===== config.mk =====
export PLATFORM = sky130hd
export DESIGN_NAME = pc_ctrl
export DESIGN_NICKNAME = d
export VERILOG_FILES = /design/src/rtl/pc_ctrl.sv
export SDC_FILE = /design/constraint.sdc
export NUM_CORES = 1
export LEC_CHECK = 0
export CORE_AREA = 5 5 42 44
export DETAILED_ROUTE_END_ITERATION = 10
export DIE_AREA = 0 0 47 49
export HOLD_SLACK_MARGIN = 0.08
export PLACE_DENSITY_LB_ADDON = 0.2
export REMOVE_ABC_BUFFERS = 1
export SYNTH_ARGS = -nofsm -noshare
export SYNTH_HDL_FRONTEND = slang
export SYNTH_SLANG_ARGS = --single-unit

===== constraint.sdc =====
create_clock -name clk -period 3.1 [get_ports clk]
set_input_delay 0.31 -clock clk [delete_from_list [all_inputs] [get_ports clk]]
set_output_delay 0.31 -clock clk [all_outputs]
set_load 0.02 [all_outputs]

===== src/rtl/pc_ctrl.sv =====
// Next-PC sequencing controller: accepts control-flow descriptors, resolves branches,
// issues one-cycle PC ops and holds the front end for a flush window after redirects.
// Optional performance counters are enabled with `define PC_CTRL_PERF_EN.
module pc_ctrl #(
  parameter int unsigned FLUSH_CYCLES = 1,
  parameter int unsigned XLEN         = 32
) (
  input  logic             clk,
  input  logic             rstn,
  input  logic             dec_valid,
  output logic             dec_ready,
  input  logic [2:0]       dec_kind,
  input  logic [2:0]       dec_funct3,
  input  logic             alu_zero,
  input  logic             alu_lt,
  input  logic             alu_ltu,
  input  logic             fetch_ready,
  input  logic             stall,
  output logic [2:0]       pc_op,
  output logic             flush,
  output logic             illegal,
  output logic             halted
`ifdef PC_CTRL_PERF_EN
  ,
  output logic [XLEN-1:0]  retired_cnt,
  output logic [XLEN-1:0]  redirect_cnt
`endif
);

  typedef enum logic [1:0] {S_BOOT, S_RUN, S_FLUSH, S_HALT} state_t;
  typedef enum logic [2:0] {OP_HOLD = 3'd0, OP_INC = 3'd1, OP_BRANCH = 3'd2,
                            OP_JAL = 3'd3, OP_JALR = 3'd4} pc_op_t;
  typedef enum logic [2:0] {K_SEQ = 3'd0, K_BRANCH = 3'd1, K_JAL = 3'd2,
                            K_JALR = 3'd3, K_HALT = 3'd4} kind_t;

  localparam logic [2:0] FLUSH_LOAD = 3'(FLUSH_CYCLES);

  if (FLUSH_CYCLES < 1 || FLUSH_CYCLES > 7 || XLEN < 1) begin : g_param_check
    $error("pc_ctrl: FLUSH_CYCLES must be 1..7 and XLEN >= 1");
  end

  state_t     state;
  logic [2:0] flush_cnt;
  logic       accept;
  logic       br_taken;
  logic       br_bad;
  logic       redirect;
  logic       halt_req;
  pc_op_t     nxt_op;

  assign dec_ready = (state == S_RUN) & fetch_ready & ~stall;
  assign accept    = dec_valid & dec_ready;

  always_comb begin
    br_taken = 1'b0;
    br_bad   = 1'b0;
    case (dec_funct3)
      3'b000: br_taken = alu_zero;
      3'b001: br_taken = ~alu_zero;
      3'b100: br_taken = alu_lt;
      3'b101: br_taken = ~alu_lt;
      3'b110: br_taken = alu_ltu;
      3'b111: br_taken = ~alu_ltu;
      3'b010,
      3'b011: br_bad   = 1'b1;
    endcase
  end

  // Kinds 5-7 fall through to the default and behave as SEQ.
  always_comb begin
    nxt_op   = OP_INC;
    redirect = 1'b0;
    halt_req = 1'b0;
    case (dec_kind)
      K_BRANCH: begin
        if (br_taken) begin
          nxt_op   = OP_BRANCH;
          redirect = 1'b1;
        end
      end
      K_JAL: begin
        nxt_op   = OP_JAL;
        redirect = 1'b1;
      end
      K_JALR: begin
        nxt_op   = OP_JALR;
        redirect = 1'b1;
      end
      K_HALT: begin
        nxt_op   = OP_HOLD;
        halt_req = 1'b1;
      end
      default: ;
    endcase
  end

  always_ff @(posedge clk or negedge rstn) begin
    if (!rstn) begin
      state     <= S_BOOT;
      flush_cnt <= '0;
      pc_op     <= OP_HOLD;
      flush     <= 1'b0;
      illegal   <= 1'b0;
      halted    <= 1'b0;
    end else begin
      pc_op   <= OP_HOLD;
      flush   <= 1'b0;
      illegal <= 1'b0;
      case (state)
        S_BOOT: state <= S_RUN;
        S_RUN: begin
          if (accept) begin
            pc_op   <= nxt_op;
            flush   <= redirect;
            illegal <= (dec_kind == K_BRANCH) & br_bad;
            if (redirect) begin
              state     <= S_FLUSH;
              flush_cnt <= FLUSH_LOAD;
            end else if (halt_req) begin
              state  <= S_HALT;
              halted <= 1'b1;
            end
          end
        end
        // The window only counts cycles in which the pipeline is not stalled.
        S_FLUSH: begin
          if (!stall) begin
            flush_cnt <= flush_cnt - 3'd1;
            if (flush_cnt == 3'd1) state <= S_RUN;
          end
        end
        S_HALT: halted <= 1'b1;
        default: state <= S_BOOT;
      endcase
    end
  end

`ifdef PC_CTRL_PERF_EN
  always_ff @(posedge clk or negedge rstn) begin
    if (!rstn) begin
      retired_cnt  <= '0;
      redirect_cnt <= '0;
    end else if (accept) begin
      if (retired_cnt != '1) retired_cnt <= retired_cnt + XLEN'(1);
      if (redirect && redirect_cnt != '1) redirect_cnt <= redirect_cnt + XLEN'(1);
    end
  end
`endif

endmodule

Yosys cells after proc, flatten, opt, wreduce, memory -nomap -nowiden
Cells that the tools add are included.
{"block": "totals", "elab_cells": 74, "regBits": 11, "output_inout_bits": 7, "input_bits": 14}
{"block": "classes", "n_addsub": 1, "n_mux": 27, "bitwise": 8, "eq_ne": 22, "n_reduce_logical": 10}
{"cell": "3-bit equality test (second input constant)", "n": 5}
{"cell": "3-bit 2-to-1 mux", "n": 5}
{"cell": "3-bit by 2-bit equality test with 1-bit output (second input constant)", "n": 4}
{"cell": "2-bit 2-to-1 mux", "n": 6}
{"cell": "2-bit != test (second input constant)", "n": 6}
{"cell": "3-bit case mux with 4 select lines", "n": 1}
{"cell": "1-bit 2-to-1 mux", "n": 10}
{"cell": "3-bit by 1-bit equality test with 1-bit output (second input constant)", "n": 3}
{"cell": "4-bit AND reduction", "n": 2}
{"cell": "1-bit case mux with 6 select lines", "n": 1}
{"cell": "2-bit case mux with 3 select lines", "n": 1}
{"cell": "3-bit case mux with 2 select lines", "n": 1}
{"cell": "5-bit AND reduction", "n": 1}
{"cell": "1-bit bitwise AND", "n": 4}
{"cell": "2-bit equality test (second input constant)", "n": 2}
{"cell": "1-bit inverter", "n": 4}
{"cell": "1-bit case mux with 2 select lines", "n": 2}
{"cell": "2-bit nonzero test", "n": 2}
{"cell": "2-bit OR reduction", "n": 2}
{"cell": "3-bit zero test", "n": 1}
{"cell": "3-bit != test (second input constant)", "n": 1}
{"cell": "3-bit nonzero test", "n": 1}
{"cell": "3-bit by 1-bit subtractor with 3-bit output (second input constant)", "n": 1}
{"cell": "2-bit by 1-bit equality test with 1-bit output (second input constant)", "n": 1}
{"cell": "2-bit zero test", "n": 1}

Depth between registers and ports, before layout
Gate-level depths: netlist (run 1).
{"block": "logic_depth", "word_depth": 7, "depth_mapped": 5}

Least setup slack after synthesis (run 1)
No wires, ideal clock.
{"block": "synth_path", "path_type": "register to output", "start": "reg state[1]", "end": "out dec_ready", "t_arrival_ns": 1.136, "path_stages_with_launch": 3, "required_time_ns": 2.790, "path_slack_ns": 1.654, "n_path_buf": 0, "path_cell_list": "dfrtp_1 -> nand2b_1 -> nor3b_1"}
{"block": "synth_via", "elab_chain_cells": 3}
{"item": "from (decl)", "line": "42", "text": "state_t state;"}
{"item": "from (signal assigned)", "line": "99", "text": "state <= S_BOOT;"}
{"item": "from (signal assigned)", "line": "110", "text": "S_BOOT: state <= S_RUN;"}
{"item": "from (signal assigned)", "line": "117", "text": "state <= S_FLUSH;"}
{"item": "2-bit by 1-bit equality test with 1-bit output", "line": "51", "text": "assign dec_ready = (state == S_RUN) & fetch_ready & ~stall;"}
{"item": "1-bit bitwise AND (2 in series)", "line": "51"}
{"item": "to (decl)", "line": "11", "text": "output logic dec_ready,"}
Every way passes these cells.

Final worst setup path (run 1)
Ends and elaborated chain as after synthesis.

==> results of run 1 <==
-- metrics by stage --
| step | total power, uW | area, sq um |
|---|---|---|
| after floorplan | 223.4 | 575.6 |
| after global placement | 262.5 | 795.8 |
| after detailed placement | 264.7 | 795.8 |
| after CTS | 366.5 | 822.0 |
| after global routing | 382.2 | 822.0 |
| final | 360.7 | 822.0 |
-- area by class of cell --
cell class	instances	area (sq um)	share of cell area, %
Multi-Input combinational cell	42	285.3	34.70
Sequential cell	11	275.3	33.49
Timing Repair Buffer	20	200.2	24.35
Clock buffer	4	26.28	3.196
Tap cell	16	20.02	2.435
Inverter	4	15.01	1.826
-- metal layers --
metal	up-vias	share of wire, %	GRT usage [%]
met2	19	45	16.06
met5	-	0	0
met1	224	42	12.87
li1	248	-	-
met3	4	9.0	2.583
met4	0	3.4	8.295
-- worst max path at each step --
stage / startpoint / endpoint / slack [ps] / depth (start not counted)
after floorplan: state[1] / dec_ready / 1650 / 2
after global placement: stall / dec_ready / 1140 / 3
after detailed placement: stall / dec_ready / 1140 / 3
after CTS: state[1] / dec_ready / 980 / 3
after global routing: state[1] / dec_ready / 860 / 3
final: state[1] / dec_ready / 1000 / 3
-- layout by cell type (no fill, tap or decap) --
| cell type | instances |
|---|---|
| inv_1 | 4 |
| and4bb_1 | 1 |
| o22ai_1 | 1 |
| clkdlybuf4s50_1 | 20 |
| mux2i_1 | 1 |
| xor2_1 | 3 |
| ha_1 | 2 |
| nand4b_1 | 1 |
| nand2b_1 | 2 |
| nor2b_1 | 1 |
| o21ai_2 | 1 |
| nand3_1 | 1 |
| o21a_4 | 1 |
| a21oi_1 | 1 |
| and2_1 | 1 |
| nor3b_1 | 2 |
| a31oi_1 | 1 |
| o21a_1 | 1 |
| o21ai_0 | 4 |
| nor2_1 | 4 |
| nand2_1 | 7 |
| nor4_2 | 1 |
| o31ai_1 | 1 |
| dfrtp_1 | 11 |
| nand3b_1 | 2 |
| clkbuf_1 | 1 |
| clkbuf_4 | 3 |
| nor4_1 | 2 |
-- flip-flops by register name (all words and copies together), names as in the netlist --
signal / cells
state: 2
halted: 1
pc_op: 3
illegal: 1
flush_cnt: 3
flush: 1
-- where the power goes --
| group | total (uW) | leakage, uW | switching [uW] | internal, uW |
|---|---|---|---|---|
| logic | 94.2 | 0.000192 | 47.7 | 46.5 |
| clock network | 97.4 | 0.0000150 | 47.5 | 49.9 |
| registers | 169 | 0.000135 | 11.9 | 157 |
| total | 361 | 0.000342 | 107 | 254 |
-- critical path: stages (launching register included) --
cell and delay, ps:
dfrtp_1 420, nand2b_1 250, nor3b_1 220, clkdlybuf4s50_1 630
-- logic make-up after synthesis --
group                      Yosys count  synth area share (%)
and+or+nand+nor                     25                 25.65
AOI/OAI and AO/OA                   11                 13.26
DFF                                 11                 47.83
buffers and inverters                4                 2.608
xor gates and xnor gates             3                 4.566
adders and majority gates            2                 4.347
muxes                                1                 1.739
==> results by stage, run 1 <==
Status:
- The flow ran to the end, and the final reports show no timing, DRC or antenna violations.

Setup path:
- The capturing element type of the critical path is an output port.
- The source of the worst register-to-register timing path is state[1].
- The required time of the critical path is 2790 ps.
- The critical setup path kind is flop to output port.
- The arrival time reported for the critical path endpoint is 1790 ps.
- STA classifies the critical path startpoint as a flop.
- The register-to-register path setup slack is 1730 ps.
- The worst register-to-register path has a depth of 4.
- The peak fanout along the critical path is 6.
- The endpoint identified for the worst register-to-register timing path is flush_cnt[0].

Clock tree:
- The number of setup buffers added after CTS is 0.
- The tree is rooted in a clkbuf_4.
- The deepest clock path buffer count is 2.
- The number of levels the H-tree was split into is 1.
- In this run, post-CTS hold repair placed 0 buffers.
- The post-CTS clock slew at the launch and capture registers of the worst setup and hold paths is 70 ps.
- TritonCTS created 3 clock buffers.
- TritonCTS built the clock tree.
- CTS saw 11 sinks.
- The quantity of gates resized following cts is 0.
- The later pin in the worst-skew pair is clocked with a latency of 270 ps.

Timing:
- The count of final max-slew check failures is 0.
- The final worst hold slack is 371.1 ps.
- For the final routed database, the setup TNS stands at 0 ps.
- The final worst setup slack is 1002 ps.
- The highest clock frequency the design can meet is 476.7 MHz.
- At the pin with the least slew margin, the transition time is 493.6 ps.
- The clock period could shrink to 2098 ps.
- Setup repair after global routing left no endpoint under its margin.
- The worst clock skew on the final layout is 1.784 ps.
- The number of endpoints with negative hold slack in the final report is 0.
- The relative max-transition margin is 66.99%.
- The final critical path takes up 67.66% of the cycle.
- Setup violations remaining at the end of the flow were counted as 0.

Global route:
- The initial antenna violation count came to 0.
- The global route total overflow is 0.
- The via count of the first global-routing pass is 434.
- Entering global routing, the biggest net connects 12 pins.
- The global-route wire length before repair is 1787 um.
- In the global route stage, overall resource usage came out at 10.87%.

Floorplanning:
- Once the floorplan was initialized, standard cells occupied 41.07% of the core.
- The floorplan die area is 2303 sq um.
- The core region is 1401 sq um.
- In this run the vertical extent of the chip is 49 um.
- Pin placement for this block handled 21 I/O pins.
- The floorplan has 14 rows.
- The die is 47 um wide.

Synthesis:
- In this run the cell area of the synthesized design comes to 575.6 sq um.
- In this run, synthesis produced a sequential element count of 11.
- In the post-synthesis netlist, the biggest area contributors are dfrtp_1 (48%), nand2_1 (4.6%), xor2_1 (4.6%).
- The mean instance size in the synthesized netlist is 10.10 sq um.
- Counting every instance in the synthesized netlist gives 57.
- dfrtp_1 takes more of the synthesized area than any other cell.
- The number of different library cells used by synthesis comes to 25.
- The most frequent cell after synthesis is dfrtp_1.
- The sequential fraction of the synthesis area is 47.83%.
- Counting flops with a built-in enable in the synthesized netlist gives 0.
- Counting instances in the post-synthesis netlist gives the leading cell types as dfrtp_1 (11), nand2_1 (7), inv_1 (4), nor2_1 (4), o21ai_0 (4).
- The area share of the largest cell type after synthesis is 47.83%.
- Yosys printed 0 warnings.
- Of all flip-flops after synthesis, the portion carrying an async set or reset was 100.0%.
- The flip-flop cell with the highest count after synthesis is dfrtp_1.

Route:
- The total iterations of the first detailed-routing run is 4.
- The routed layout has 495 vias.
- The number of remaining DRC errors is 0.
- After detailed routing, the number of vias per cell comes to 5.103.
- After the first detailed-routing iteration, the DRC count stood at 5.
- Wires add up to 1135 um.
- In the final routed layout, each cell accounts on average for 11.70 um.
- The detail route stage leaves a number of antenna-violating nets equal to 0.

Placement:
- The total instance count after detailed placement is 93.
- Input and output buffers added on the ports amount to 20.
- Routability-driven placement finished with a final weighted congestion of 0.7931.
- Prior to clock tree synthesis, the placed netlist has a worst setup slack of 1140 ps.
- After legalization and detailed placement, the total HPWL measured 891.6 um.

Layout:
- The number of fill cells is 135.
- Cells fill 58.66% of the core in the end.
- The number of antenna diodes in the final layout is 0.
- The proportion of layout cells with a drive suffix above 1 is 7.407%.
- The net count reported at finish is 98.
- The final instance count without filler cells is 97.
- The area growth from synthesis to layout is 42.83%.

Min path:
- The path category of the worst min-delay check is input pin to asynchronous set/reset pin.

Job:
- The total of max-cap violations is 0.

Power:
- IR analysis of the VDD net gives a maximum drop of 0.2158 mV.
- The power density over the cells is 438.8 nW/um^2.
- The cell leakage power is 0.0003425 uW.
Power figures use the tool's default switching activity.
==> inputs of run 2 (changes only) <==
--- a/config.mk
+++ b/config.mk
@@ -5,9 +5,9 @@
 export SDC_FILE = /design/constraint.sdc
 export NUM_CORES = 1
 export LEC_CHECK = 0
-export CORE_AREA = 5 5 42 44
+export CORE_MARGIN = 5
+export CORE_UTILIZATION = 38
 export DETAILED_ROUTE_END_ITERATION = 10
-export DIE_AREA = 0 0 47 49
 export HOLD_SLACK_MARGIN = 0.08
 export PLACE_DENSITY_LB_ADDON = 0.2
 export REMOVE_ABC_BUFFERS = 1
==> constraint.sdc (replaced) <==
create_clock -name clk -period 1.9 [get_ports clk]
set_input_delay 0.19 -clock clk [delete_from_list [all_inputs] [get_ports clk]]
set_output_delay 0.19 -clock clk [all_outputs]
set_load 0.02 [all_outputs]
==> run 2 against run 1 <==
Against the previous run:
- global-route usage is 0.26 points lower
- sequential cell count stayed put
- via count is 2.2% higher
- utilization is 1.6 points lower
- total power is 66% higher
- cell count is 2.1% higher
- die area is 3.9% higher
- worst setup slack worse by 590 ps
- clock skew is 3.6 ps higher
- non-clock buffer count is 2 higher
- largest cell class unchanged
==> results by stage, run 2 (synthesis results as in run 1) <==
Status:
- The flow ran to the end, and the final reports show no timing, DRC or antenna violations.

Clock tree:
- The total clock buffers created by CTS is 3 (unchanged).
- The post-CTS clock slew at the launch and capture registers of the worst setup and hold paths is 70 ps (about the same).
- The quantity of hold-fixing buffers added after cts is 0 (unchanged).
- The root cell of the clock tree is clkbuf_4.
- The deepest clock path buffer count is 2 (unchanged).
- The quantity of gates resized following cts is 0 (unchanged).
- The number of buffers inserted by post-CTS setup repair came to 0 (unchanged).
- TritonCTS built the clock tree.
- The number of levels the H-tree was split into was 1 (unchanged).
- The total number of clock tree sinks is 11 (unchanged).
- The later-pin clock latency in the skew report was 270 ps (about the same).

Setup path:
- The worst register-to-register path begins at state[1].
- STA classifies the critical path endpoint as an output port.
- In this run the worst setup path begins at state[1].
- The count of cells along the worst register-to-register path is 5 (+1).
- The arrival time reported for the critical path endpoint is 1290 ps (-500 ps).
- Walking the worst path, the cells encountered are nand2b_1, nor3b_1, dlymetal6s2s_1.
- The register-to-register path setup slack was 480 ps (-1250 ps).
- The stage delay of the slowest cell on the critical path was 430 ps (-200 ps).
- The required time of the critical path is 1710 ps (-1080 ps).
- STA classifies the critical path startpoint as a flop.
- The cell type of the slowest stage on the worst timing path is dfrtp_1.
- The endpoint of the lowest-slack register-to-register path is flush_cnt[1].
- The critical path is of the flop to output port type.
- The peak fanout along the critical path is 6 (unchanged).

Timing:
- In the finished design, the share of the clock period the worst path needs comes to 78.07%.
- Derived from the worst setup path, the maximum achievable clock frequency is 674.1 MHz.
- The number of endpoints with negative hold slack in the final report came to 0 (unchanged).
- The worst clock skew on the final layout was 5.403 ps (+3.619 ps).
- The sum of negative setup slack is 0 ps (unchanged).
- The worst path needs 1483 ps of the cycle, external delays included.
- Setup repair after global routing left no endpoint under its margin.
- The slew at the pin closest to its max-slew limit is 495.3 ps (+1.682 ps).
- The total setup violations reported at the end of the flow was 0 (unchanged).
- The final worst setup slack is 416.6 ps (-585.8 ps).
- The relative max-transition margin is 66.88% (-0.11 points).
- The final worst hold slack is 251.8 ps (-119.4 ps).
- The count of final max-slew check failures came to 0 (unchanged).

Placement:
- The total instance count after detailed placement is 95 (+2.2%).
- The total of buffers placed on input and output ports was 20 (unchanged).
- The detailed-placement wirelength estimate is 989.3 um (+11%).
- The weighted congestion reported at the end of routability-driven placement is 0.7138 (-10%).
- The worst slack at placement is 160.2 ps (-980.2 ps).

Floorplanning:
- The initial cell density of the core was 39.12% (-2.0 points).
- The placement row count is 14 (unchanged).
- The chip width was 48.92 um (+4.1%).
- The area inside the core boundary is 1471 sq um (+5.0%).
- The floorplan die area is 2393 sq um (+3.9%).
- The vertical die dimension is 48.92 um (-0.17%).
- The count of pins on the block boundary is 21 (unchanged).

Layout:
- The number of inserted diodes is 0 (unchanged).
- The number of fill cells was 144 (+6.7%).
- The area occupied by multi-input gates was 285.3 sq um (unchanged).
- In the layout the commonest cells are clkdlybuf4s50_1 (19), dfrtp_1 (11), nand2_1 (7).
- The proportion of layout cells with a drive suffix above 1 is 9.639% (+2.2 points).
- From synthesis to final layout, the design area changed by 45.87%.
- The final instance count without filler cells is 99 (+2.1%).
- The area occupied by registers is 275.3 sq um (unchanged).
- The library cell used most frequently in the layout, excluding fill and tap cells, is clkdlybuf4s50_1.
- The largest registers in the layout are flush_cnt x3, pc_op x3, state x2.
- The net count reported at finish was 100 (+2.0%).

Power:
- The cell leakage power is 0.0003688 uW (+7.7%).
- The power density over the cells came to 712.2 nW/um^2 (+62%).
- The clock share of power is 26.6% (-0.4 points).
- The overall power is 597.9 uW (+66%).
- The cell-internal power is 422.1 uW (+66%).
- The share of power burned in registers came to 46.4% (-0.5 points).
- The share of power burned in combinational logic is 27.0% (+0.9 points).
- The power spent charging and discharging nets is 175.8 uW (+64%).
- The maximum resistive drop on vdd is 0.3425 mV (+59%).
- The switching power share of the total is 29.40% (-0.29 points).

Global route:
- The via count of the first global-routing pass is 485 (+12%).
- The initial antenna violation count is 0 (unchanged).
- The largest net degree at the start of global routing is 12 (unchanged).
- The global-route wire length before repair was 1994 um (+12%).
- The combined global-route utilization of all metal layers is 10.61% (-0.26 points).
- The global route total overflow is 0 (unchanged).

Route:
- The number of vias in the routed layout is 506 (+2.2%).
- The average vias per placed instance is 5.111 (+0.16%).
- The number of remaining DRC errors is 0 (unchanged).
- The total iterations of the first detailed-routing run is 4 (unchanged).
- The violation count after the first detailed-route iteration is 17 (+12).
- The routed wire length per instance is 12.43 um (+6.3%).
- The post-detailed-route count of antenna-violating nets was 0 (unchanged).
- The total wire length after detailed routing is 1231 um (+8.5%).

Job:
- The total of max-cap violations is 0 (unchanged).

Min path:
- The path class of the tightest hold or removal check is input pin to asynchronous set/reset pin.
[run 2: cell count changes in the layout (fill, tap and decap cells not counted), sizes merged]
cell | before | now
dlymetal6s2s | 0 | 1
clkdlybuf4s50 | 20 | 19
buf | 0 | 2
[run 2: final cells by class]
class / instances / area share [%]
clock buffer: 4 / 3.130
inverter: 4 / 1.788
multi-input combinational: 42 / 33.98
sequential: 11 / 32.79
tap: 16 / 2.385
timing repair buffer: 22 / 25.93
[run 2: worst max path at each step]
stage	to	slack [ps]
finish	dec_ready	420
global route	dec_ready	310
CTS	dec_ready	9
detailed placement	flush_cnt[0]	160
global placement	flush_cnt[0]	200
floorplan	dec_ready	570
[run 2: routing by layer]
| metal | global-route usage, % | up-vias | routed length (um) |
|---|---|---|---|
| met1 | 13.35 | 234 | 565 |
| met2 | 16.30 | 18 | 549 |
| li1 | - | 252 | - |
| met3 | 3.058 | 2 | 104 |
| met4 | 5.381 | 0 | 10 |
| met5 | 0 | - | 0 |
[run 2: critical path: cells and delay by family, from the launching register on]
kind,cells,cell delay [ps]
DFF,1,430
and+or+nand+nor,2,350
buffers and inverters,1,250
[run 2: metrics by stage]
stage / cell area [sq um] / utilization (%)
after CTS: 837.1 / 56.89
after floorplan: 575.6 / -
final: 839.6 / 57.06
after detailed placement: 810.8 / 55.10
after global placement: 810.8 / 55.10
after global routing: 839.6 / 57.06
[run 2: power groups by stage]
stage | sequential [uW] | clock, uW | combinational [uW]
after floorplan | 278 | 0 | 86.6
after global placement | 280 | 0 | 158
after detailed placement | 281 | 0 | 164
after CTS | 277 | 163 | 165
after global routing | 280 | 172 | 180
final | 278 | 159 | 161
==> inputs of run 3 (changes only) <==
==> constraint.sdc (replaced) <==
create_clock -name clk -period 1.25 [get_ports clk]
set_input_delay 0.125 -clock clk [delete_from_list [all_inputs] [get_ports clk]]
set_output_delay 0.125 -clock clk [all_outputs]
set_load 0.02 [all_outputs]
==> run 3 against run 2 <==
Against the previous run:
- clock skew down 4.5 ps
- worst hold slack lost 66 ps
- register-to-register slack got worse by 420 ps
- critical path type unchanged
- sequential cell count stayed put
- non-clock buffer count is 7 higher
- cell area rose by 9.8%
- utilization increased by 5.6 points
==> results by stage, run 3 (synthesis results as in run 1) <==
Layout:
- The library cells used most frequently in the layout, excluding fill and tap cells, are dfrtp_1 (11), clkdlybuf4s50_1 (9), buf_4 (9), nand2_1 (7), dlygate4sd2_1 (7).
- In the final layout, the registers with the most flip-flops are flush_cnt x3, pc_op x3, state x2.
- The final instance count without filler cells is 106 (+7.1%).
- The number of inserted diodes was 0 (unchanged).
- The net count reported at finish came to 107 (+7.0%).
- The number of fill cells is 141 (-2.1%).
- The growth of design area from synthesis to finish is 60.22%.
- The most common cell after layout, fill and taps aside is dfrtp_1.
- The proportion of layout cells with a drive suffix above 1 was 22.22% (+13 points).

Setup path:
- The launching element type of the critical path is a flop.
- The peak fanout along the critical path is 2 (-4).
- The register-to-register path setup slack is 60 ps (-420 ps).
- STA classifies the critical path endpoint as an output port.
- The arrival time reported for the critical path endpoint was 1110 ps (-180 ps).
- The required time of the critical path is 1120 ps (-590 ps).
- The critical setup path kind is flop to output port.

Global route:
- The via count of the first global-routing pass is 513 (+5.8%).
- The global route total overflow is 0 (unchanged).
- The combined global-route utilization of all metal layers is 10.85% (+0.25 points).
- The initial antenna violation count is 0 (unchanged).
- The global-route wire length before repair came to 2035 um (+2.1%).
- The largest net degree at the start of global routing is 12 (unchanged).

Floorplanning:
- The vertical die dimension is 48.92 um (unchanged).
- The chip width is 48.92 um (unchanged).
- The floorplan die area is 2393 sq um (unchanged).
- The area inside the core boundary is 1471 sq um (unchanged).
- The placement row count is 14 (unchanged).
- The initial cell density of the core was 39.12% (unchanged).
- The count of pins on the block boundary was 21 (unchanged).

Timing:
- The total setup violations reported at the end of the flow was 0 (unchanged).
- The ratio of final minimum period to clock period is 99.16%.
- The final worst hold slack came to 186.0 ps (-65.77 ps).
- The highest clock frequency the design can meet is 806.8 MHz.
- The worst clock skew on the final layout came to 0.8659 ps (-4.537 ps).
- The number of endpoints with negative hold slack in the final report is 0 (unchanged).
- The minimum clock period is 1240 ps.
- Setup repair after global routing could not meet its margin everywhere.
- The relative max-transition margin was 67.43% (+0.55 points).
- The slew at the pin closest to its max-slew limit came to 487.0 ps (-8.297 ps).
- The sum of negative setup slack came to 0 ps (unchanged).
- The count of final max-slew check failures is 0 (unchanged).

Power:
- The power density over the cells is 1068 nW/um^2 (+50%).
- The switching power share of the total came to 29.62% (+0.22 points).
- The overall power is 985.0 uW (+65%).
- The share of power burned in registers came to 41.8% (-4.6 points).
- The share of power burned in combinational logic is 33.7% (+6.7 points).
- The cell-internal power is 693.3 uW (+64%).
- The clock share of power is 24.5% (-2.1 points).
- The power spent charging and discharging nets is 291.8 uW (+66%).
- The maximum resistive drop on vdd is 0.5705 mV (+67%).
- The cell leakage power came to 0.0004522 uW (+23%).

Clock tree:
- The deepest clock path buffer count is 2 (unchanged).
- The later-pin clock latency in the skew report is 260 ps (about the same).
- The quantity of hold-fixing buffers added after cts is 0 (unchanged).
- The total number of clock tree sinks is 11 (unchanged).
- The number of levels the H-tree was split into was 1 (unchanged).
- TritonCTS built the clock tree.
- The total clock buffers created by CTS is 3 (unchanged).
- In this run the clock root is driven by a clkbuf_4.
- The post-CTS clock slew at the launch and capture registers of the worst setup and hold paths is 70 ps (about the same).

Route:
- The post-detailed-route count of antenna-violating nets came to 0 (unchanged).
- The number of vias in the routed layout is 532 (+5.1%).
- The total wire length after detailed routing is 1310 um (+6.4%).
- The routed wire length per instance is 12.36 um (-0.61%).
- The number of remaining DRC errors came to 0 (unchanged).
- The violation count after the first detailed-route iteration is 7 (-10).
- The average vias per placed instance is 5.019 (-1.8%).
- The total iterations of the first detailed-routing run came to 6 (+2).

Placement:
- The total instance count after detailed placement is 101 (+6.3%).
- The total of buffers placed on input and output ports is 20 (unchanged).
- The detailed-placement wirelength estimate was 982.4 um (-0.70%).
- The weighted congestion reported at the end of routability-driven placement came to 0.6813 (-4.6%).

Job:
- The total of max-cap violations is 0 (unchanged).

Status:
- The flow ran to the end, and the final reports show no timing, DRC or antenna violations.

Min path:
- The path class of the tightest hold or removal check is input pin to asynchronous set/reset pin.
==> run 3: cell types whose count changed in the layout (fill, tap and decap cells not counted), sizes merged <==
cell           previous run  this run
dlygate4sd2               0         7
dlymetal6s2s              1         3
clkdlybuf4s50            19         9
buf                       2        10
==> run 3: through the flow <==
step           area [sq um]  setup slack (ps)  utilization, %
6_report              922.1             10.49           62.67
5_1_grt               922.1            -24.88           62.67
4_1_cts               892.1             6.110           60.63
3_5_place_dp          855.8            -414.5           58.16
3_3_place_gp          855.8            -387.7           58.16
2_1_floorplan         575.6            -10.89               -
==> run 3: path summary, 6_finish.rpt <==
kind	start	cells after the start	endpoint
min in group clk	dec_funct3[2]	3	illegal
hold / removal	rstn	1	pc_op[0]
max in group asynchronous	rstn	1	flush_cnt[1]
setup reg to reg	state[1]	5	flush_cnt[1]
hold reg to reg	halted	1	halted
setup / recovery	state[1]	3	dec_ready
==> run 3: power by group through the flow <==
stage / clock network, uW / logic (uW) / registers, uW
finish: 241 / 332 / 412
global route: 264 / 363 / 415
CTS: 244 / 299 / 413
detailed placement: 0 / 283 / 416
global placement: 0 / 277 / 416
floorplan: 0 / 132 / 422
==> run 3: layout make-up <==
class | count | area [sq um] | area share [%]
repair buffers | 29 | 267.8 | 29.04
multi-input cells | 42 | 317.8 | 34.46
well taps | 16 | 20.02 | 2.171
clock buffers | 4 | 26.28 | 2.849
flip-flops and latches | 11 | 275.3 | 29.85
inverters | 4 | 15.01 | 1.628
==> run 3: timing repair <==
action,4_1_cts,5_1_grt
pin swaps,2,3
endpoints found under the hold margin,0,0
setup buffers,0,1
setup endpoints to repair,14,6
gates resized for setup,16,6
gates cloned,0,0
==> run 3: layer usage <==
metal	wire (um)	part of all wire (%)	global-route usage [%]	vias to the layer above
li1	-	-	-	265
met1	574	44	12.76	243
met2	614	47	17.39	19
met3	97	7.4	3.670	5
met4	23	1.8	5.381	0
met5	0	0	0	-
==> run 3: critical path, stage by stage, from the launching register on <==
cell	delay, ps
dfrtp_1	380
nand2b_4	150
nor3b_2	150
buf_4	160
